==> src/rtl/uart_hello_tx_pkg.sv <==
// -----------------------------------------------------------------------------
// uart_hello_tx_pkg
// Shared constants for the UART greeting transmitter: default bit period
// derived from the board clock and baud rate, greeting length and ROM
// contents, and the transmit FSM state encoding.
// -----------------------------------------------------------------------------
package uart_hello_tx_pkg;

    localparam int unsigned CLK_HZ               = 32'd50_000_000;
    localparam int unsigned BAUD_RATE            = 32'd115_200;
    // 50 MHz / 115200 = 434 (truncated)
    localparam int unsigned DEFAULT_CLKS_PER_BIT = CLK_HZ / BAUD_RATE;

    localparam int unsigned MSG_LEN   = 32'd7;
    localparam int unsigned MSG_IDX_W = 32'd3;

    typedef enum logic [1:0] {
        ST_IDLE  = 2'd0,
        ST_START = 2'd1,
        ST_DATA  = 2'd2,
        ST_STOP  = 2'd3
    } tx_state_e;

    // Greeting ROM: "Hello\r\n"
    function automatic logic [7:0] greeting_byte(input logic [MSG_IDX_W-1:0] idx);
        logic [7:0] b;
        case (idx)
            3'd0:    b = 8'h48;
            3'd1:    b = 8'h65;
            3'd2:    b = 8'h6C;
            3'd3:    b = 8'h6C;
            3'd4:    b = 8'h6F;
            3'd5:    b = 8'h0D;
            3'd6:    b = 8'h0A;
            default: b = 8'h00;
        endcase
        return b;
    endfunction

endpackage

==> src/rtl/uart_hello_tx_baud_tick.sv <==
// -----------------------------------------------------------------------------
// uart_baud_tick
// Loadable down-counter that times one UART bit period. Loading sets the
// counter to CLKS_PER_BIT-1; it then counts down and parks at zero, where
// tick is asserted. The owner reloads it on every bit entry, so the counter
// can never wrap.
// Ports:
//   clk, rst_n : clock, asynchronous active-low reset
//   clr        : synchronous clear to zero (used while the block is disabled)
//   load       : reload with CLKS_PER_BIT-1 (start of a new bit)
//   tick       : counter is zero, current bit period ends this cycle
// -----------------------------------------------------------------------------
module uart_baud_tick #(
    parameter int unsigned CLKS_PER_BIT = 32'd434
) (
    input  logic clk,
    input  logic rst_n,
    input  logic clr,
    input  logic load,
    output logic tick
);

    localparam int unsigned CNT_W = $clog2(CLKS_PER_BIT);
    localparam logic [CNT_W-1:0] LOAD_VAL = CNT_W'(CLKS_PER_BIT - 32'd1);
    localparam logic [CNT_W-1:0] CNT_ZERO = {CNT_W{1'b0}};

    logic [CNT_W-1:0] cnt_r;

    // Bit-period down-counter with clear, reload and hold-at-zero
    always_ff @(posedge clk or negedge rst_n) begin
        if (!rst_n) begin
            cnt_r <= CNT_ZERO;
        end else if (clr) begin
            cnt_r <= CNT_ZERO;
        end else if (load) begin
            cnt_r <= LOAD_VAL;
        end else if (cnt_r != CNT_ZERO) begin
            cnt_r <= cnt_r - CNT_W'(1);
        end else begin
            cnt_r <= cnt_r;
        end
    end

    assign tick = (cnt_r == CNT_ZERO);

endmodule

==> src/rtl/uart_hello_tx.sv <==
// -----------------------------------------------------------------------------
// uart_hello_tx
// 8N1 LSB-first UART transmitter driving one TT output pin. Sends the fixed
// greeting "Hello\r\n" on hello_req (priority) or single bytes taken from a
// valid/ready port. Greeting frames are sent back to back with no idle gap.
// Ports:
//   clk, rst_n : clock, asynchronous active-low reset
//   ena        : design selected; low aborts and holds the block idle
//   hello_req  : request to send the greeting (pulse or level)
//   in_valid   : external byte available
//   in_data    : external byte
//   in_ready   : byte accepted this cycle when in_valid & in_ready (comb)
//   txd        : UART line, idle high (registered)
//   busy       : frame or greeting in progress (registered)
//   msg_done   : one-cycle pulse after the stop bit of the last greeting byte
// -----------------------------------------------------------------------------
module uart_hello_tx
    import uart_hello_tx_pkg::*;
#(
    parameter int unsigned CLKS_PER_BIT = DEFAULT_CLKS_PER_BIT
) (
    input  logic       clk,
    input  logic       rst_n,
    input  logic       ena,
    input  logic       hello_req,
    input  logic       in_valid,
    input  logic [7:0] in_data,
    output logic       in_ready,
    output logic       txd,
    output logic       busy,
    output logic       msg_done
);

    localparam logic [MSG_IDX_W-1:0] LAST_IDX = MSG_IDX_W'(MSG_LEN - 32'd1);

    tx_state_e             state_r;
    tx_state_e             next_state_s;
    logic [7:0]            shift_r;
    logic [7:0]            shift_s;
    logic [2:0]            bit_idx_r;
    logic [2:0]            bit_idx_s;
    logic [MSG_IDX_W-1:0]  msg_idx_r;
    logic [MSG_IDX_W-1:0]  msg_idx_s;
    logic                  msg_mode_r;
    logic                  msg_mode_s;
    logic                  txd_r;
    logic                  txd_s;
    logic                  busy_r;
    logic                  busy_s;
    logic                  msg_done_r;
    logic                  msg_done_s;
    logic                  tick_s;
    logic                  load_s;
    logic                  is_idle_s;
    logic                  accept_msg_s;
    logic                  accept_byte_s;
    logic                  more_bytes_s;

    assign is_idle_s     = (state_r == ST_IDLE);
    assign accept_msg_s  = is_idle_s & ena & hello_req;
    assign accept_byte_s = is_idle_s & ena & ~hello_req & in_valid;
    assign more_bytes_s  = msg_mode_r & (msg_idx_r != LAST_IDX);
    assign in_ready      = is_idle_s & ena & ~hello_req;

    // Every bit entry (acceptance or a bit boundary that stays busy) reloads the counter
    assign load_s = (next_state_s != ST_IDLE) & (is_idle_s | tick_s);

    uart_baud_tick #(
        .CLKS_PER_BIT(CLKS_PER_BIT)
    ) u_baud (
        .clk   (clk),
        .rst_n (rst_n),
        .clr   (~ena),
        .load  (load_s),
        .tick  (tick_s)
    );

    // FSM state register
    always_ff @(posedge clk or negedge rst_n) begin
        if (!rst_n) begin
            state_r <= ST_IDLE;
        end else begin
            state_r <= next_state_s;
        end
    end

    // FSM next-state logic; ena low forces IDLE from any state
    always_comb begin
        next_state_s = state_r;
        if (!ena) begin
            next_state_s = ST_IDLE;
        end else begin
            case (state_r)
                ST_IDLE: begin
                    if (hello_req || in_valid) begin
                        next_state_s = ST_START;
                    end else begin
                        next_state_s = ST_IDLE;
                    end
                end
                ST_START: begin
                    if (tick_s) begin
                        next_state_s = ST_DATA;
                    end else begin
                        next_state_s = ST_START;
                    end
                end
                ST_DATA: begin
                    if (tick_s && (bit_idx_r == 3'd7)) begin
                        next_state_s = ST_STOP;
                    end else begin
                        next_state_s = ST_DATA;
                    end
                end
                ST_STOP: begin
                    if (tick_s) begin
                        next_state_s = more_bytes_s ? ST_START : ST_IDLE;
                    end else begin
                        next_state_s = ST_STOP;
                    end
                end
                default: next_state_s = ST_IDLE;
            endcase
        end
    end

    // Datapath next values: shifter, bit index and greeting sequencer
    always_comb begin
        shift_s    = shift_r;
        bit_idx_s  = bit_idx_r;
        msg_idx_s  = msg_idx_r;
        msg_mode_s = msg_mode_r;
        if (!ena) begin
            bit_idx_s  = 3'd0;
            msg_idx_s  = {MSG_IDX_W{1'b0}};
            msg_mode_s = 1'b0;
        end else begin
            case (state_r)
                ST_IDLE: begin
                    if (accept_msg_s) begin
                        shift_s    = greeting_byte({MSG_IDX_W{1'b0}});
                        bit_idx_s  = 3'd0;
                        msg_idx_s  = {MSG_IDX_W{1'b0}};
                        msg_mode_s = 1'b1;
                    end else if (accept_byte_s) begin
                        shift_s    = in_data;
                        bit_idx_s  = 3'd0;
                        msg_mode_s = 1'b0;
                    end else begin
                        shift_s = shift_r;
                    end
                end
                ST_DATA: begin
                    // bit_idx wraps 7->0 on the last data bit, ready for the next frame
                    if (tick_s) begin
                        shift_s   = {1'b0, shift_r[7:1]};
                        bit_idx_s = bit_idx_r + 3'd1;
                    end else begin
                        shift_s = shift_r;
                    end
                end
                ST_STOP: begin
                    if (tick_s && more_bytes_s) begin
                        msg_idx_s = msg_idx_r + MSG_IDX_W'(1);
                        shift_s   = greeting_byte(msg_idx_r + MSG_IDX_W'(1));
                    end else begin
                        shift_s = shift_r;
                    end
                end
                default: shift_s = shift_r;
            endcase
        end
    end

    // Datapath registers
    always_ff @(posedge clk or negedge rst_n) begin
        if (!rst_n) begin
            shift_r    <= 8'h00;
            bit_idx_r  <= 3'd0;
            msg_idx_r  <= {MSG_IDX_W{1'b0}};
            msg_mode_r <= 1'b0;
        end else begin
            shift_r    <= shift_s;
            bit_idx_r  <= bit_idx_s;
            msg_idx_r  <= msg_idx_s;
            msg_mode_r <= msg_mode_s;
        end
    end

    // Output decode from the upcoming state so registered txd leads with the start bit
    always_comb begin
        case (next_state_s)
            ST_IDLE:  txd_s = 1'b1;
            ST_START: txd_s = 1'b0;
            ST_DATA:  txd_s = shift_s[0];
            ST_STOP:  txd_s = 1'b1;
            default:  txd_s = 1'b1;
        endcase
        busy_s     = (next_state_s != ST_IDLE);
        msg_done_s = ena & (state_r == ST_STOP) & tick_s & msg_mode_r & ~more_bytes_s;
    end

    // Output registers; line idles high
    always_ff @(posedge clk or negedge rst_n) begin
        if (!rst_n) begin
            txd_r      <= 1'b1;
            busy_r     <= 1'b0;
            msg_done_r <= 1'b0;
        end else begin
            txd_r      <= txd_s;
            busy_r     <= busy_s;
            msg_done_r <= msg_done_s;
        end
    end

    assign txd      = txd_r;
    assign busy     = busy_r;
    assign msg_done = msg_done_r;

endmodule

==> config.mk <==
export PLATFORM = sky130hd
export DESIGN_NAME = uart_hello_tx
export DESIGN_NICKNAME = d
export VERILOG_FILES = /design/src/rtl/uart_hello_tx_pkg.sv /design/src/rtl/uart_hello_tx_baud_tick.sv /design/src/rtl/uart_hello_tx.sv
export SDC_FILE = /design/constraint.sdc
export NUM_CORES = 1
export LEC_CHECK = 0
export BUFFER_PORTS_ARGS = -buffer_cell sky130_fd_sc_hd__buf_2
export CORE_MARGIN = 10
export CORE_UTILIZATION = 46
export CTS_CLUSTER_SIZE = 25
export DETAILED_ROUTE_END_ITERATION = 16
export GPL_ROUTABILITY_DRIVEN = 0
export SLEW_MARGIN = 20
export SYNTH_ARGS = -nofsm -noshare
export SYNTH_HDL_FRONTEND = slang
export SYNTH_SLANG_ARGS = --single-unit
==> constraint.sdc <==
create_clock -name clk -period 3.68 [get_ports clk]
set_input_delay 0.184 -clock clk [delete_from_list [all_inputs] [get_ports clk]]
set_output_delay 0.184 -clock clk [all_outputs]
set_load 0.1 [all_outputs]
==> reports/metrics.yaml, run 1 <==
ir_drop_uv: 218
hold_buffers: 1
grt_antenna_before_repair: 0
fmax_mhz: 333
grt_max_degree: 30
cts_sinks: 29
hold_end: "shift_r[5]"
r2r_cells: 11
yosysTopAreaCell: "dfrtp_1"
synth_top_cell_area_share_pct: 36.2
syn_area_sq_mm: 0.00194
antenna_left: 0
cp.required_ps: 3850
drc: 0
grt_pass1_wl_um: 7640
wl_per_cell_um: 16.5
cts_resized: 0
fin_util_pct: 53.4
stdcell_count: 269
drive_above_1_share_pct: 16.9
reg2reg_from: "u_baud.cnt_r[0]"
hp-class: "input port to flip-flop"
ys.warnings.count: 0
overflow: 0
hold_viol_final: 0
multiInputGateArea_sq_mm: 0.00112
synthTopCellsByCount: "dfrtp_1 (28), ha_1 (17)"
htree_num_levels: 2
synth_ff_type: "dfrtp_1"
nFillCells: 388
clk_path_buf_depth: 2
crit_path_max_incr_delay_ps: 420
drt_iter0_drc: 75
via_per_inst: 5.86
whs_path_depth: 3
port-buffer-count: 16
core_area_sq_mm: 0.00403
synthDistinctLibCells: 50
die-height_um: 84.9
dp_hpwl_um: 3400
power_leakage_nw: 0.992
yosysSeqAreaShare_pct: 37.5
avgSynthCellArea_sq_um: 9.64
cts_tree: "yes"
cts.clk_slew.worst_paths_ps: 60
drv_slew: 0
area_growth_pct: 11.0
setup_viol: 0
fin_total_pwr_mw: 1.33
ys_top_cells_by_area: "dfrtp_1 (36%), ha_1 (11%), a21oi_1 (3.4%)"
r2r_end: "u_baud.cnt_r[1]"
place_ws_ps: 706
arrival_ps: 3170
worst-path-max-fanout: 13
nNetsFinal: 248
setup_tns_ps: 0
power_density_mw_per_mm2: 618
tightest_slew_ps: 642
synth_edf_count: 0
yosysMostFrequentCell: "dfrtp_1"
max-slew-margin-rel_pct: 57.2
seq_area_sq_um: 727
start_util_pct: 48.1
synth-seq-cells: 29
n_antenna_cell: 0
die_x_um: 84.9
grt_usage_pct: 12.6
reg2reg_slack_ps: 680
maxCapViolCount: 0
syn-instance-count: 201
status: "completed"
ys_async_sr_fraction_pct: 100
critPathLaunchType: "flip-flop"
crit_chain: "inv_1, ha_1, nor4b_4, nand2_1, a221oi_1, a21oi_1, o211ai_2, ha_1, a21oi_1, nand2b_1, a211oi_1"
clock_skew_ps: 6.51
end_kind: "flip-flop"
root_buffer: "clkbuf_8"
dieArea_sq_mm: 0.00721
worst_path_max_delay_cell: "dfrtp_1"
hold_start: "in_data[5]"
critical-path-top-delay-family: "compound AO/OA/AOI/OAI gates"
grt_pass1_vias: 1595
first_pass_iters: 4
wirelength_um: 4440
rows: 23
numPlacedInstances: 260
postCtsSetupBuffers: 0
ioPinCount: 17
setup_ws_ps: 678
syn_nets: 231
layout_min_cycle_time_ps: 3000
final.period_utilization_pct: 81.6
insertion_delay_ps: 280
numCtsBuffers: 5
critical_path_class: "flip-flop to flip-flop"
vias: 1576
rsz0062_at_grt: "false"
critPathBufInv: 1
## registers in the layout, indices dropped and copies added, names as in the netlist
register,cells
msg_done,1
msg_idx_r,3
state_r,2
busy,1
msg_mode_r,1
txd,1
bit_idx_r,3
u_baud.cnt_r,9
shift_r,8
## worst max path at each step
stage / from / end / depth (start not counted)
6_report: u_baud.cnt_r[0] / u_baud.cnt_r[1] / 11
5_1_grt: u_baud.cnt_r[1] / u_baud.cnt_r[1] / 11
4_1_cts: u_baud.cnt_r[0] / u_baud.cnt_r[1] / 11
3_5_place_dp: u_baud.cnt_r[0] / u_baud.cnt_r[1] / 11
3_3_place_gp: u_baud.cnt_r[0] / u_baud.cnt_r[1] / 11
2_1_floorplan: u_baud.cnt_r[0] / txd / 13
## kinds of logic (layout without fill, tap and decap cells)
kind of cell               Yosys count  after routing  synth area share, %
and+or+nand+nor                     70             70                 21.6
xor gates and xnor gates             6              6                 2.71
buffers and inverters               20             38                 4.65
adders and majority gates           17             17                 11.0
muxes                                2              2                 1.16
DFF                                 29             29                 37.5
AOI/OAI and AO/OA                   57             57                 21.4
## final cells by class
class	instances	share of cell area (%)
clock buffer	7	4.48
inverter	13	2.27
timing repair buffer	17	4.19
sequential	29	33.8
tap	50	2.91
multi-input combinational	152	52.1
clock inverter	1	0.233
## metal layers
| layer | up-vias | track usage, % | part of all wire (%) |
|---|---|---|---|
| li1 | 767 | - | - |
| met1 | 759 | 16.2 | 44 |
| met2 | 44 | 19.5 | 49 |
| met3 | 6 | 3.92 | 5.7 |
| met4 | 0 | 4.19 | 1.3 |
| met5 | - | 0 | 0 |
## cells in the final DEF, fill, tap and decap left out, types with 3 or more instances in the layout
master     netlist  layout
dfrtp_1         28      28
ha_1            17      17
buf_2            0      16
inv_1           13      13
nor2_1          13      13
nand2_1         13      13
a21oi_1         13      13
nor3_1           8       8
nand3_1          7       7
clkbuf_8         0       7
a221oi_1         6       6
nand2b_1         5       5
a211oi_1         5       5
nor2b_1          5       5
o21ai_0          5       5
o2bb2ai_1        5       5
xnor2_1          4       4
nand3b_1         3       3
o31ai_1          3       3
## stage by stage
step / hold slack (ps) / cell area, sq um
2_1_floorplan: -112 / 1940
3_3_place_gp: 248 / 2040
3_5_place_dp: 254 / 2040
4_1_cts: 206 / 2150
5_1_grt: 225 / 2150
6_report: 208 / 2150
## worst register-to-register path, cell delays in order, from the launching register on
cell	delay [ps]
dfrtp_1	420
inv_1	100
ha_1	140
nor4b_4	360
nand2_1	390
a221oi_1	350
a21oi_1	80
o211ai_2	220
ha_1	220
a21oi_1	110
nand2b_1	250
a211oi_1	270
## report_power, final
part	leakage (nW)	total [mW]	switching (mW)	internal (mW)
clock	0.0542	0.287	0.118	0.169
sequential	0.388	0.471	0.0818	0.389
combinational	0.550	0.570	0.352	0.218
No activity file was read; power rests on OpenSTA's default activity.
==> run 2: changes to the inputs <==
==> constraint.sdc (replaced) <==
create_clock -name clk -period 2.8 [get_ports clk]
set_input_delay 0.14 -clock clk [delete_from_list [all_inputs] [get_ports clk]]
set_output_delay 0.14 -clock clk [all_outputs]
set_load 0.1 [all_outputs]
==> reports/metrics.yaml, run 2 (synthesized netlist as in run 1, its figures left out) <==
p_comb_share_pct: 46.9  # was 42.9%
status: "completed"  # unchanged
area_growth_pct: 12.5  # was 11.0%
worst-path-max-fanout: 5  # was 13
nNetsFinal: 253  # was 248
final.period_utilization_pct: 92.0  # was 81.6%
numPlacedInstances: 262  # was 260
dieArea_sq_mm: 0.00721  # unchanged
switching_share_pct: 42.2  # was 41.5%
antenna_left: 0  # unchanged
top_register: "u_baud.cnt_r"  # unchanged
p_clk_share_pct: 18.7  # was 21.6%
first_pass_iters: 4  # unchanged
nFillCells: 362  # was 388
wl_per_cell_um: 16.7  # was 16.5 um
cts_sinks: 29  # unchanged
ir_drop_uv: 349  # was 218 uV
crit_path_max_incr_delay_ps: 420  # about the same
core_area_sq_mm: 0.00403  # unchanged
grt_pass1_wl_um: 7870  # was 7640 um
overflow: 0  # unchanged
via_per_inst: 5.92  # was 5.86
numCtsBuffers: 5  # unchanged
critical-path-top-delay-family: "compound AO/OA/AOI/OAI gates"  # unchanged
cp.required_ps: 2990  # was 3850 ps
seq_area_sq_um: 727  # unchanged
critPathLaunchType: "flip-flop"  # unchanged
grt_pass1_vias: 1618  # was 1,595
wirelength_um: 4580  # was 4440 um
hp-class: "input port to flip-flop"  # unchanged
power_switching_uw: 758  # was 552 uW
grt_max_degree: 30  # unchanged
arrival_ps: 2770  # was 3170 ps
largest_register_ffs: 9  # unchanged
fmax_mhz: 388  # was 333 MHz
rows: 23  # unchanged
stdcell_count: 274  # was 269
hold_viol_final: 0  # unchanged
pwr-share-seq_pct: 34.5  # was 35.5%
internal_power_mw: 1.04  # was 776 uW
cts.clk_slew.worst_paths_ps: 70  # was 60 ps
multiInputGateArea_sq_mm: 0.00113  # was 0.00112 sq mm
die_x_um: 84.9  # unchanged
drv_slew: 0  # unchanged
setup_tns_ps: 0  # unchanged
ioPinCount: 17  # unchanged
end_kind: "flip-flop"  # unchanged
drc: 0  # unchanged
largestRegisters: "u_baud.cnt_r x9, shift_r x8"  # unchanged
maxCapViolCount: 0  # unchanged
insertion_delay_ps: 280  # about the same
clk_path_buf_depth: 2  # unchanged
critical_path_class: "flip-flop to flip-flop"  # unchanged
die-height_um: 84.9  # unchanged
htree_num_levels: 2  # unchanged
crit_chain: "inv_1, ha_1, nor4b_4, nand2_1, a221oi_2, a21oi_1, o211ai_2, inv_1, ha_1, nand2b_1, o32a_1, o31ai_1"  # was inv_1, ha_1, nor4b_4, nand2_1, a221oi_1, a21oi_1, o211ai_2, ha_1, a21oi_1, nand2b_1, a211oi_1
port-buffer-count: 16  # unchanged
rsz0062_at_grt: "false"  # unchanged
layout_min_cycle_time_ps: 2580  # was 3000 ps
max-slew-margin-rel_pct: 56.7  # was 57.2%
worst_path_max_delay_cell: "dfrtp_1"  # unchanged
grt_usage_pct: 13.2  # was 12.6%
cts_tree: "yes"  # unchanged
final_cell_mix: "dfrtp_1 (28), ha_1 (17), buf_2 (16)"  # unchanged
final_common_cell: "dfrtp_1"  # unchanged
power_density_mw_per_mm2: 825  # was 618 mW/mm^2
drt_iter0_drc: 92  # was 75
root_buffer: "clkbuf_8"  # unchanged
tightest_slew_ps: 649  # was 642 ps
grt_antenna_before_repair: 0  # unchanged
drive_above_1_share_pct: 19.2  # was 16.9%
clock_skew_ps: 7.88  # was 6.51 ps
start_util_pct: 48.1  # unchanged
dp_hpwl_um: 3420  # was 3400 um
setup_viol: 0  # unchanged
power_leakage_nw: 1.01  # was 0.992 nW
critPathBufInv: 2  # was 1
n_antenna_cell: 0  # unchanged
vias: 1622  # was 1,576
[run 2: final timing paths]
path,startpoint,slack [ps],cells past startpoint,to
worst max-delay path,u_baud.cnt_r[0],220,12,txd
min in group asynchronous,rst_n,420,2,shift_r[1]
worst min-delay path,in_data[2],140,3,shift_r[2]
max in group asynchronous,rst_n,1960,2,u_baud.cnt_r[2]
worst min register to register,bit_idx_r[2],490,2,bit_idx_r[2]
worst max register to register,u_baud.cnt_r[0],220,12,txd
[run 2: power by group through the flow]
stage          Sequential (mW)  Combinational, mW  Clock (mW)
2_1_floorplan            0.672              0.545           0
3_3_place_gp             0.623              0.750           0
3_5_place_dp             0.626              0.769           0
4_1_cts                  0.619              0.775       0.345
5_1_grt                  0.635              0.929       0.362
6_report                 0.620              0.843       0.336
[run 2: area by class of cell]
cell class                      instances  share of cell area (%)
Clock inverter                          2                   0.459
Inverter                               13                    2.24
Clock buffer                            6                    3.33
Timing Repair Buffer                   22                    5.86
Sequential cell                        29                    33.4
Tap cell                               50                    2.87
Multi-Input combinational cell        152                    51.9
[run 2: timing repair]
action                                  4_1_cts  5_1_grt
endpoints found under the setup margin        0        2
hold endpoints to repair                     28        0
resized for setup                             0        2
buffers inserted                              0        3
hold buffers                                  1        0
[run 2: layer usage]
layer | track usage (%) | wire, um | vias up
li1 | - | - | 780
met1 | 17.1 | 2040 | 785
met2 | 20.7 | 2220 | 47
met3 | 3.25 | 243 | 10
met4 | 4.79 | 70 | 0
met5 | 0 | 0 | -
[run 2: through the flow]
step           hold WS (ps)  setup slack (ps)  power, mW  area (sq um)  util (%)
2_1_floorplan          -156               249       1.22          1940         -
3_3_place_gp            196               338       1.37          2050      51.0
3_5_place_dp            204               211       1.39          2050      51.0
4_1_cts                 142               177       1.74          2150      53.3
5_1_grt                 176              18.9       1.93          2180      54.1
6_report                145               225       1.80          2180      54.1
[run 2: worst min-delay path: cells and delay by family]
family	cells	cell delay, ps
buffers and inverters	1	70
AOI/OAI and AO/OA	2	190
